===== config.mk =====
export PLATFORM = sky130hd
export DESIGN_NAME = sr_chain_driver
export DESIGN_NICKNAME = d
export VERILOG_FILES = /design/src/rtl/sr_pkg.sv /design/src/rtl/sr_chain_driver_tick.sv /design/src/rtl/sr_chain_driver.sv
export SDC_FILE = /design/constraint.sdc
export NUM_CORES = 1
export LEC_CHECK = 0
export ABC_AREA = 1
export CAP_MARGIN = 20
export CORE_ASPECT_RATIO = 0.5
export CORE_MARGIN = 1
export CORE_UTILIZATION = 47
export CTS_CLUSTER_SIZE = 20
export DETAILED_ROUTE_END_ITERATION = 16
export PLACE_DENSITY_LB_ADDON = 0.1
export SETUP_SLACK_MARGIN = 0.2
export SYNTH_ARGS = -nofsm -noshare
export SYNTH_HDL_FRONTEND = slang
export SYNTH_SLANG_ARGS = --single-unit

===== constraint.sdc =====
create_clock -name clk -period 3.7 [get_ports clk]
set_input_delay 0.74 -clock clk [delete_from_list [all_inputs] [get_ports clk]]
set_output_delay 0.74 -clock clk [all_outputs]
set_load 0.05 [all_outputs]

===== src/rtl/sr_pkg.sv =====
// Shared definitions for the PWM output shift-register chain driver.
package sr_pkg;

    localparam int LANES_DEF = 8;
    localparam int BPL_DEF   = 8;

    localparam logic [2:0] S_IDLE     = 3'd0;
    localparam logic [2:0] S_LOAD     = 3'd1;
    localparam logic [2:0] S_SHIFT_LO = 3'd2;
    localparam logic [2:0] S_SHIFT_HI = 3'd3;
    localparam logic [2:0] S_LATCH    = 3'd4;
    localparam logic [2:0] S_GAP      = 3'd5;

    // A counter for n states never narrower than one bit.
    function automatic int cnt_w(input int n);
        return (n <= 2) ? 1 : $clog2(n);
    endfunction

endpackage


===== src/rtl/sr_chain_driver_tick.sv =====
// Half-period divider: counts clk cycles within a state, ticks on the last one.
module sr_tick_gen
    import sr_pkg::*;
#(
    parameter int DIV = 4
) (
    input  logic clk,
    input  logic rst_n,
    input  logic clr,
    output logic tick
);

    localparam int W = cnt_w(DIV);
    localparam logic [W-1:0] LAST = W'(DIV - 1);

    logic [W-1:0] cnt;

    always_ff @(posedge clk or negedge rst_n) begin
        if (!rst_n) begin
            cnt <= '0;
        end else if (clr || cnt == LAST) begin
            cnt <= '0;
        end else begin
            cnt <= cnt + 1'b1;
        end
    end

    assign tick = (cnt == LAST);

endmodule


===== src/rtl/sr_chain_driver.sv =====
// Snapshots the channel vector and shifts it MSB-first into LANES external
// latch-type shift registers, then strobes latch so all outputs update at once.
module sr_chain_driver
    import sr_pkg::*;
#(
    parameter int LANES   = LANES_DEF,
    parameter int BPL     = BPL_DEF,
    parameter int CLK_DIV = 4,
    parameter int LATCH_W = 2
) (
    input  logic                   clk,
    input  logic                   rst_n,
    input  logic                   enable,
    input  logic [LANES*BPL-1:0]   frame_in,
    output logic                   clock,
    output logic                   latch,
    output logic [LANES-1:0]       data,
    output logic                   busy,
    output logic                   frame_done
);

    localparam int BW = cnt_w(BPL);
    localparam int LW = cnt_w(LATCH_W);
    localparam logic [BW-1:0] BLAST = BW'(BPL - 1);
    localparam logic [LW-1:0] LLAST = LW'(LATCH_W - 1);

    logic [2:0]                  state;
    logic [2:0]                  nxt;
    logic                        tick;
    logic [BW-1:0]               bcnt;
    logic [LW-1:0]               lcnt;
    logic [LANES-1:0][BPL-1:0]   sh;
    logic [LANES-1:0][BPL-1:0]   src;

    // Divider restarts on every state change so each phase is CLK_DIV long.
    sr_tick_gen #(
        .DIV (CLK_DIV)
    ) u_tick (
        .clk   (clk),
        .rst_n (rst_n),
        .clr   (nxt != state),
        .tick  (tick)
    );

    always_comb begin
        nxt = state;
        unique case (state)
            S_IDLE:     if (enable) nxt = S_LOAD;
            S_LOAD:     nxt = S_SHIFT_LO;
            S_SHIFT_LO: if (tick) nxt = S_SHIFT_HI;
            S_SHIFT_HI: if (tick) nxt = (bcnt == BLAST) ? S_LATCH : S_SHIFT_LO;
            S_LATCH:    if (lcnt == LLAST) nxt = S_GAP;
            S_GAP:      nxt = enable ? S_LOAD : S_IDLE;
            default:    nxt = S_IDLE;
        endcase
    end

    // First bit comes straight from frame_in so LOAD costs only one cycle.
    assign src = (state == S_LOAD) ? frame_in : sh;

    always_ff @(posedge clk or negedge rst_n) begin
        if (!rst_n) begin
            state      <= S_IDLE;
            bcnt       <= '0;
            lcnt       <= '0;
            sh         <= '0;
            data       <= '0;
            clock      <= 1'b0;
            latch      <= 1'b0;
            busy       <= 1'b0;
            frame_done <= 1'b0;
        end else begin
            state      <= nxt;
            clock      <= (nxt == S_SHIFT_HI);
            latch      <= (nxt == S_LATCH);
            busy       <= (nxt != S_IDLE);
            frame_done <= (nxt == S_GAP);

            if (state == S_SHIFT_HI && tick) begin
                bcnt <= (bcnt == BLAST) ? '0 : bcnt + 1'b1;
            end else if (state == S_IDLE || state == S_LOAD) begin
                bcnt <= '0;
            end

            if (state == S_LATCH) begin
                lcnt <= lcnt + 1'b1;
            end else begin
                lcnt <= '0;
            end

            if (nxt == S_SHIFT_LO && state != S_SHIFT_LO) begin
                for (int l = 0; l < LANES; l++) begin
                    data[l] <= src[l][BPL-1];
                    sh[l]   <= src[l] << 1;
                end
            end else if (nxt == S_IDLE) begin
                data <= '0;
            end
        end
    end

endmodule


==> impl_metrics.yaml, run 1 <==
outcome:
  status: "finished, final reports clean"
die:
  dieWidth_um: 127
  core_area_um2: 7460
  start_util_pct: 49.3
  num_rows: 22
  die-area_um2: 8210
  ioPinCount: 79
  die_h_um: 64.6
logic_synthesis:
  syn_avg_cell_area_um2: 9.73
  synth-seq-cells: 77
  ys_warn_count: 0
  ys_seq_area_share_pct: 52.4
  syn_area_um2: 3680
  synth_cells: 378
  synth_nets: 449
  synth_cell_types: 23
global_routing:
  grt_pass1_vias: 2766
  grt_pass1_wl_um: 12900
  grt_max_degree: 78
  grt_antenna_before_repair: 0
  track_usage_pct: 20.7
  grt-ovfl-total: 0
timing:
  post-route-period-util_pct: 68.4
  finalSetupTns_ns: 0
  tightestPinTransition_ns: 0.958
  slew_viol_final: 0
  period_needed_ns: 2.53
  finClkSkew_ns: 0.00661
  report.final.setup_viol: 0
  rsz0062_at_grt: "false"
  finalHoldViolations: 0
  maxSlewHeadroom_pct: 36.1
  hold_ws_ns: 0.436
  clock.fmax_ghz: 0.395
worst_hold_path:
  timing.hold.worst.class: "reg -> reg"
final_layout:
  fill_cells: 653
  syn_to_final_growth_pct: 29.2
  drive_gt1_share_pct: 8.20
  utilization_pct: 63.7
  diodes: 0
  final_area_um2: 4750
  nets: 517
critical_path:
  rrSetupSlack_ns: 1.18
  crit_required_ns: 3.92
  critPathKind: "in -> reg"
  cp_max_fo: 60
  cp.arrival_ns: 2.75
  start_kind: "input port"
  end_kind: "register"
clock_tree:
  clk_latency_ns: 0.34
  cts.repair.resized: 0
  clkSinkCount: 77
  tritoncts: "yes"
  cts_buffers: 9
  cts-htree-levels: 3
  cts.clk_slew.worst_paths_ns: 0.06
  cts_setup_buffers: 0
  cts.root.buffer_cell: "clkbuf_16"
  cts_buffer_depth: 2
  holdBufCountCts: 0
power:
  power_density_nw_per_um2: 390
  peakVddDrop_mv: 0.208
  clock_power_share_pct: 46.9
  sw_frac_of_total_pct: 21.0
  p_leak_uw: 0.00244
  seqPwrFrac_pct: 46.2
  pwr-share-comb_pct: 6.9
  p_switching_uw: 388
  intPower_uw: 1460
drt:
  drtIter0Drc: 181
  drcViolationCount: 0
  wire_per_inst_um: 13.5
  vias: 2827
  ant_nets: 0
  dr.pass1.iters: 4
  vias_per_cell: 5.06
  drt_wl_total_um: 7550
place:
  io_buffer_count: 78
  place_hpwl_um: 5000
  place.gp.congestion: 0.735
  placed_area_um2: 4460
job:
  max_cap_viol_count: 0
power by group through the flow:
| stage | combinational, µW | clock (µW) | sequential [µW] |
|---|---|---|---|
| finish | 127 | 869 | 856 |
| floorplan | 11.9 | 0 | 887 |
| global placement | 127 | 0 | 871 |
| detailed placement | 129 | 0 | 871 |
| CTS | 130 | 889 | 856 |
| global route | 138 | 930 | 857 |
kinds of logic (layout without fill, tap and decap cells):
logic type / after synthesis / in the layout / synth area share (%)
flops: 77 / 77 / 52.4
compound gates: 54 / 54 / 8.43
simple gates: 159 / 159 / 18.6
buf+inv: 36 / 109 / 6.22
mux: 48 / 48 / 13.1
fa+ha+maj: 4 / 4 / 1.36
layout by cell type, fill, tap and decap left out:
cell | synthesis | routed
a22oi_1 | 1 | 1
buf_4 | 4 | 3
o21ai_2 | 10 | 10
ha_1 | 4 | 4
nor2_2 | 4 | 4
buf_12 | 0 | 1
dfrtp_1 | 77 | 77
bufinv_16 | 0 | 1
clkdlybuf4s50_1 | 0 | 77
nor2_1 | 12 | 12
nand3_1 | 28 | 28
nand2_1 | 101 | 100
mux2i_1 | 48 | 48
clkinv_2 | 0 | 2
nand4_1 | 8 | 8
clkinvlp_4 | 0 | 1
o21ai_0 | 5 | 5
nand2_2 | 1 | 1
nand3_4 | 0 | 1
o21ai_1 | 38 | 38
clkbuf_8 | 0 | 1
nor2_4 | 1 | 1
nor3_1 | 2 | 2
clkbuf_1 | 6 | 2
or2_2 | 1 | 1
clkbuf_16 | 0 | 9
inv_1 | 12 | 12
nand2_4 | 0 | 1
flip-flops by register name, summed over array words and instances (netlist names):
signal,cells
sh,56
data,8
bcnt,3
state,3
u_tick.cnt,2
busy,1
clock,1
frame_done,1
latch,1
lcnt,1
worst paths after layout:
path,startpoint,end,depth (start not counted)
max,enable,sh[42],10
min,lcnt,lcnt,1
max reg2reg,bcnt[0],sh[42],9
min reg2reg,lcnt,lcnt,1
max in group asynchronous,rst_n,sh[9],1
min in group asynchronous,rst_n,bcnt[2],1
synthesized netlist by cell type:
library cell | instances | area share, %
a22oi_1 | 1 | 0.20
buf_1 | 1 | 0.10
buf_2 | 3 | 0.41
buf_4 | 4 | 0.82
buf_6 | 10 | 3.1
clkbuf_1 | 6 | 0.61
dfrtp_1 | 77 | 52
ha_1 | 4 | 1.4
inv_1 | 12 | 1.2
mux2i_1 | 48 | 13
nand2_1 | 101 | 10
nand2_2 | 1 | 0.17
nand3_1 | 28 | 3.8
nand3_2 | 1 | 0.27
nand4_1 | 8 | 1.4
nor2_1 | 12 | 1.2
nor2_2 | 4 | 0.68
nor2_4 | 1 | 0.31
nor3_1 | 2 | 0.27
o21ai_0 | 5 | 0.68
o21ai_1 | 38 | 5.2
o21ai_2 | 10 | 2.4
or2_2 | 1 | 0.17
worst max-delay path: stages:
cell and delay (ns):
clkdlybuf4s50_1 0.40, inv_1 0.05, nor2_1 0.04, nand3_1 0.07, nand2_1 0.08, nor2_4 0.29, nand3_4 0.50, buf_12 0.39
nand2_1 0.09, o21ai_1 0.06
routing by layer:
metal / track usage [%] / vias up / share of wire, %
met2: 34.4 / 54 / 48
met5: 0 / - / 0
met1: 25.5 / 1349 / 46
met4: 8.63 / 0 / 1.9
li1: - / 1409 / -
met3: 6.36 / 15 / 4.5
cell type report:
| cell class | instances | area, µm² | share of cell area (%) |
|---|---|---|---|
| flip-flops and latches | 77 | 1930 | 40.5 |
| multi-input cells | 265 | 1540 | 32.4 |
| repair buffers | 81 | 813 | 17.1 |
| clock buffers | 12 | 246 | 5.19 |
| well taps | 108 | 135 | 2.84 |
| clock inverters | 4 | 47.5 | 1.00 |
| inverters | 12 | 45.0 | 0.948 |
through the flow:
stage               total power (µW)  cells  worst slack (ns)
finish                          1850    559              1.17
global route                    1920    559             0.928
CTS                             1880    559              1.17
detailed placement              1000    543             0.826
global placement                 999    543             0.872
floorplan                        898    378              1.96
No activity file was read; power rests on OpenSTA's default activity.
==> run 2, diff against run 1 <==
==> constraint.sdc (replaced) <==
create_clock -name clk -period 2.6 [get_ports clk]
set_input_delay 0.52 -clock clk [delete_from_list [all_inputs] [get_ports clk]]
set_output_delay 0.52 -clock clk [all_outputs]
set_load 0.05 [all_outputs]
==> impl_metrics.yaml, run 2 (synthesis results as in run 1) <==
global_routing:
  grt-ovfl-total: 0
  track_usage_pct: 20.6
  grt_max_degree: 46
  use_met1_pct: 24.7
  grt_busiest_layer: "met2"
  grt_use_met3_pct: 7.35
  grt_pass1_wl_um: 12900
  met2_usage_pct: 35.2
  grt_antenna_before_repair: 0
  grt_pass1_vias: 2866
clock_tree:
  clkSinkCount: 77
  cts.root.buffer_cell: "clkbuf_16"
  cts.clk_slew.worst_paths_ns: 0.06
  cts_buffers: 9
  tritoncts: "yes"
  clk_latency_ns: 0.33
  cts.repair.resized: 0
  cts-htree-levels: 3
  holdBufCountCts: 0
  cts_buffer_depth: 2
  cts_setup_buffers: 0
die:
  die-area_um2: 8210
  core_area_um2: 7460
  dieWidth_um: 127
  die_h_um: 64.6
  ioPinCount: 79
  num_rows: 22
  start_util_pct: 49.3
critical_path:
  end_kind: "primary output"
  rrSetupSlack_ns: 0.67
  crit_slowest_cell: "clkdlybuf4s50_1"
  cpLargestDelayFamily: "buffers and inverters"
  cp_max_fo: 2
  path_cells: "clkdlybuf4s50_1"
  cp.arrival_ns: 1.51
  start_kind: "register"
  critPathBufInv: 1
  crit_required_ns: 2.08
  critPathKind: "reg -> out"
  slowest_delay_ns: 0.81
final_layout:
  final_cell_mix: "nand2_1, dfrtp_1, clkdlybuf4s50_1"
  drive_gt1_share_pct: 9.78
  top_regs: "sh: 56 flops, data: 8 flops"
  multiInputGateArea_um2: 1540
  largest_reg_flops: 56
  largest_register: "sh"
  fill_cells: 638
  ff_latch_area_um2: 1930
  nets: 527
  syn_to_final_growth_pct: 31.7
  diodes: 0
  layout_commonest_cell: "nand2_1"
drt:
  vias_per_cell: 5.02
  drcViolationCount: 0
  ant_nets: 0
  vias: 2850
  dr.pass1.iters: 4
  drt_wl_total_um: 7520
  wire_per_inst_um: 13.2
  drtIter0Drc: 102
timing:
  finalHoldViolations: 0
  period_needed_ns: 2.03
  slew_viol_final: 0
  clock.fmax_ghz: 0.493
  rsz0062_at_grt: "false"
  finalSetupTns_ns: 0
  report.final.setup_viol: 0
  finClkSkew_ns: 0.00353
  post-route-period-util_pct: 78.0
  tightestPinTransition_ns: 0.556
  hold_ws_ns: 0.170
  maxSlewHeadroom_pct: 62.9
power:
  peakVddDrop_mv: 0.403
  p_leak_uw: 0.00250
  power_density_nw_per_um2: 521
worst_hold_path:
  timing.hold.worst.class: "in -> async"
place:
  place.gp.congestion: 0.822
  place_hpwl_um: 5350
  io_buffer_count: 78
job:
  max_cap_viol_count: 0
outcome:
  status: "finished, final reports clean"
-- run 2: cell types whose count changed in the layout (fill, tap and decap cells not counted) --
cell        delta
buf_12         +4
buf_4          +6
bufinv_16      -1
clkbuf_1       +1
clkinvlp_4     -1
-- run 2: area by class of cell --
type / count / area share, %
clock inverters: 2 / 0.207
flip-flops and latches: 77 / 39.8
inverters: 12 / 0.930
repair buffers: 91 / 19.4
clock buffers: 13 / 5.17
well taps: 108 / 2.79
multi-input cells: 265 / 31.8
-- run 2: path summary, 6_finish.rpt --
kind	startpoint	end	cells past startpoint
setup / recovery	data[4]	data[4]	1
hold / removal	rst_n	lcnt	1
setup reg to reg	bcnt[0]	sh[58]	9
hold reg to reg	lcnt	lcnt	1
max in group asynchronous	rst_n	sh[39]	2
min in group clk	lcnt	lcnt	1
-- run 2: report_power, final --
part | leakage, µW | internal, µW | switching (µW)
registers | 0.00102 | 1210 | 7.55
clock network | 0.000129 | 664 | 458
logic | 0.00135 | 109 | 74.9
-- run 2: metal layers --
metal | share of wire (%) | up-vias
met5 | 0 | -
met4 | 0.56 | 0
met3 | 4.9 | 6
met2 | 49 | 62
met1 | 46 | 1357
li1 | - | 1425
-- run 2: per-stage QoR --
step           total power, µW  utilization [%]  setup slack (ns)  std cells  area, µm²
6_report                  2530             64.9             0.571        568       4840
2_1_floorplan             1280                -             0.860        378       3680
3_5_place_dp              1430             61.5             0.459        553       4580
5_1_grt                   2620             64.9             0.531        568       4840
3_3_place_gp              1420             61.5             0.487        553       4580
4_1_cts                   2550             64.9             0.562        568       4840
==> run 3, diff against run 2 <==
==> constraint.sdc (replaced) <==
create_clock -name clk -period 2 [get_ports clk]
set_input_delay 0.4 -clock clk [delete_from_list [all_inputs] [get_ports clk]]
set_output_delay 0.4 -clock clk [all_outputs]
set_load 0.05 [all_outputs]
==> impl_metrics.yaml, run 3 (synthesis results as in run 1) <==
global_routing:
  grt-ovfl-total: 0
  track_usage_pct: 21.6
  grt_pass1_vias: 2837
  grt_max_degree: 41
  grt_antenna_before_repair: 0
  grt_pass1_wl_um: 13200
place:
  dpl.cell_count: 554
  place_hpwl_um: 5440
  io_buffer_count: 78
  place.gp.congestion: 0.824
timing:
  finalHoldViolations: 0
  finClkSkew_ns: 0.00742
  slew_viol_final: 0
  clock.fmax_ghz: 0.570
  maxSlewHeadroom_pct: 66.9
  tightestPinTransition_ns: 0.499
  post-route-period-util_pct: 87.7
  hold_ws_ns: 0.0000800
  period_needed_ns: 1.75
  report.final.setup_viol: 0
  finalSetupTns_ns: 0
  rsz0062_at_grt: "false"
drt:
  ant_nets: 0
  drcViolationCount: 0
  vias: 2964
  wire_per_inst_um: 14.9
  drtIter0Drc: 210
  dr.pass1.iters: 4
  vias_per_cell: 5.11
  drt_wl_total_um: 8620
power:
  intPower_uw: 2960
  sw_frac_of_total_pct: 19.5
  power_density_nw_per_um2: 716
  p_switching_uw: 718
  p_total_uw: 3680
  pwr-share-comb_pct: 6.4
  peakVddDrop_mv: 0.408
  clock_power_share_pct: 50.5
  seqPwrFrac_pct: 43.0
  p_leak_uw: 0.00267
clock_tree:
  cts_buffer_depth: 2
  clkSinkCount: 77
  cts-htree-levels: 3
  tritoncts: "yes"
  clk_latency_ns: 0.34
  cts.clk_slew.worst_paths_ns: 0.06
  cts_buffers: 9
  cts.root.buffer_cell: "clkbuf_16"
die:
  dieWidth_um: 127
  start_util_pct: 49.3
  core_area_um2: 7460
  num_rows: 22
  ioPinCount: 79
  die_h_um: 64.6
  die-area_um2: 8210
final_layout:
  largest_reg_flops: 56
  stdcell_count: 580
  largest_register: "sh"
  multiInputGateArea_um2: 1560
  ff_latch_area_um2: 1930
  drive_gt1_share_pct: 13.8
  diodes: 0
  nets: 538
  syn_to_final_growth_pct: 39.7
  layout_commonest_cell: "nand2_1"
  final_cell_mix: "nand2_1, dfrtp_1, clkdlybuf4s50_1"
  top_regs: "sh: 56 flops, data: 8 flops"
  fill_cells: 584
critical_path:
  reg2reg_depth: 10
  crit_required_ns: 2.22
  r2r_start: "bcnt[0]"
  cp_max_fo: 17
  reg2reg_to: "sh[31]"
  critPathKind: "reg -> reg"
  rrSetupSlack_ns: 0.25
  end_kind: "register"
  cp.arrival_ns: 1.97
  start_kind: "register"
job:
  max_cap_viol_count: 0
outcome:
  status: "finished, final reports clean"
worst_hold_path:
  timing.hold.worst.class: "in -> async"
-- run 3: stage by stage --
stage,worst slack (ns),utilization [%],area [µm²]
floorplan,0.260,-,3680
global placement,0.210,61.6,4590
detailed placement,0.169,61.6,4590
CTS,0.234,65.9,4920
global route,0.178,68.9,5140
finish,0.245,68.9,5140
-- run 3: final cells by class --
class,count,area share [%]
clock inverter,4,1.85
clock buffer,12,4.80
sequential,77,37.5
tap,108,2.63
multi-input combinational,265,30.4
timing repair buffer,102,21.9
inverter,12,0.876
-- run 3: power by group through the flow --
stage	clock (µW)	combinational [µW]	sequential (µW)
CTS	1890	239	1580
finish	1860	236	1580
floorplan	0	22.1	1640
global route	1970	255	1580
detailed placement	0	244	1610
global placement	0	241	1610
-- run 3: worst max path at each step --
stage	startpoint	to	slack, ns
2_1_floorplan	bcnt[0]	sh[61]	0.26
3_3_place_gp	enable	sh[59]	0.21
3_5_place_dp	enable	sh[21]	0.17
6_report	bcnt[0]	sh[31]	0.25
4_1_cts	bcnt[0]	data[3]	0.23
5_1_grt	bcnt[0]	sh[31]	0.18
-- run 3: repair_timing --
item	in CTS	in global routing
endpoints found under the hold margin	0	0
setup endpoints to repair	12	40
buffers inserted	0	3
hold buffers	0	0
pin swaps	0	3
gates resized for setup	12	9
gates cloned	0	7
-- run 3: routing by layer --
layer | up-vias | track usage, % | routed length (µm)
met5 | - | 0 | 0
met3 | 10 | 7.10 | 418
li1 | 1458 | - | -
met2 | 57 | 35.5 | 4190
met4 | 0 | 7.44 | 74
met1 | 1439 | 27.1 | 3940
-- run 3: critical path: stages (launching register included) --
cell       delay [ns]
dfrtp_1          0.40
ha_2             0.19
ha_2             0.18
nand2_2          0.08
nor2_4           0.05
nor2_4           0.14
nand3_4          0.11
clkbuf_16        0.19
clkbuf_16        0.17
nand2_1          0.06
o21ai_1          0.06
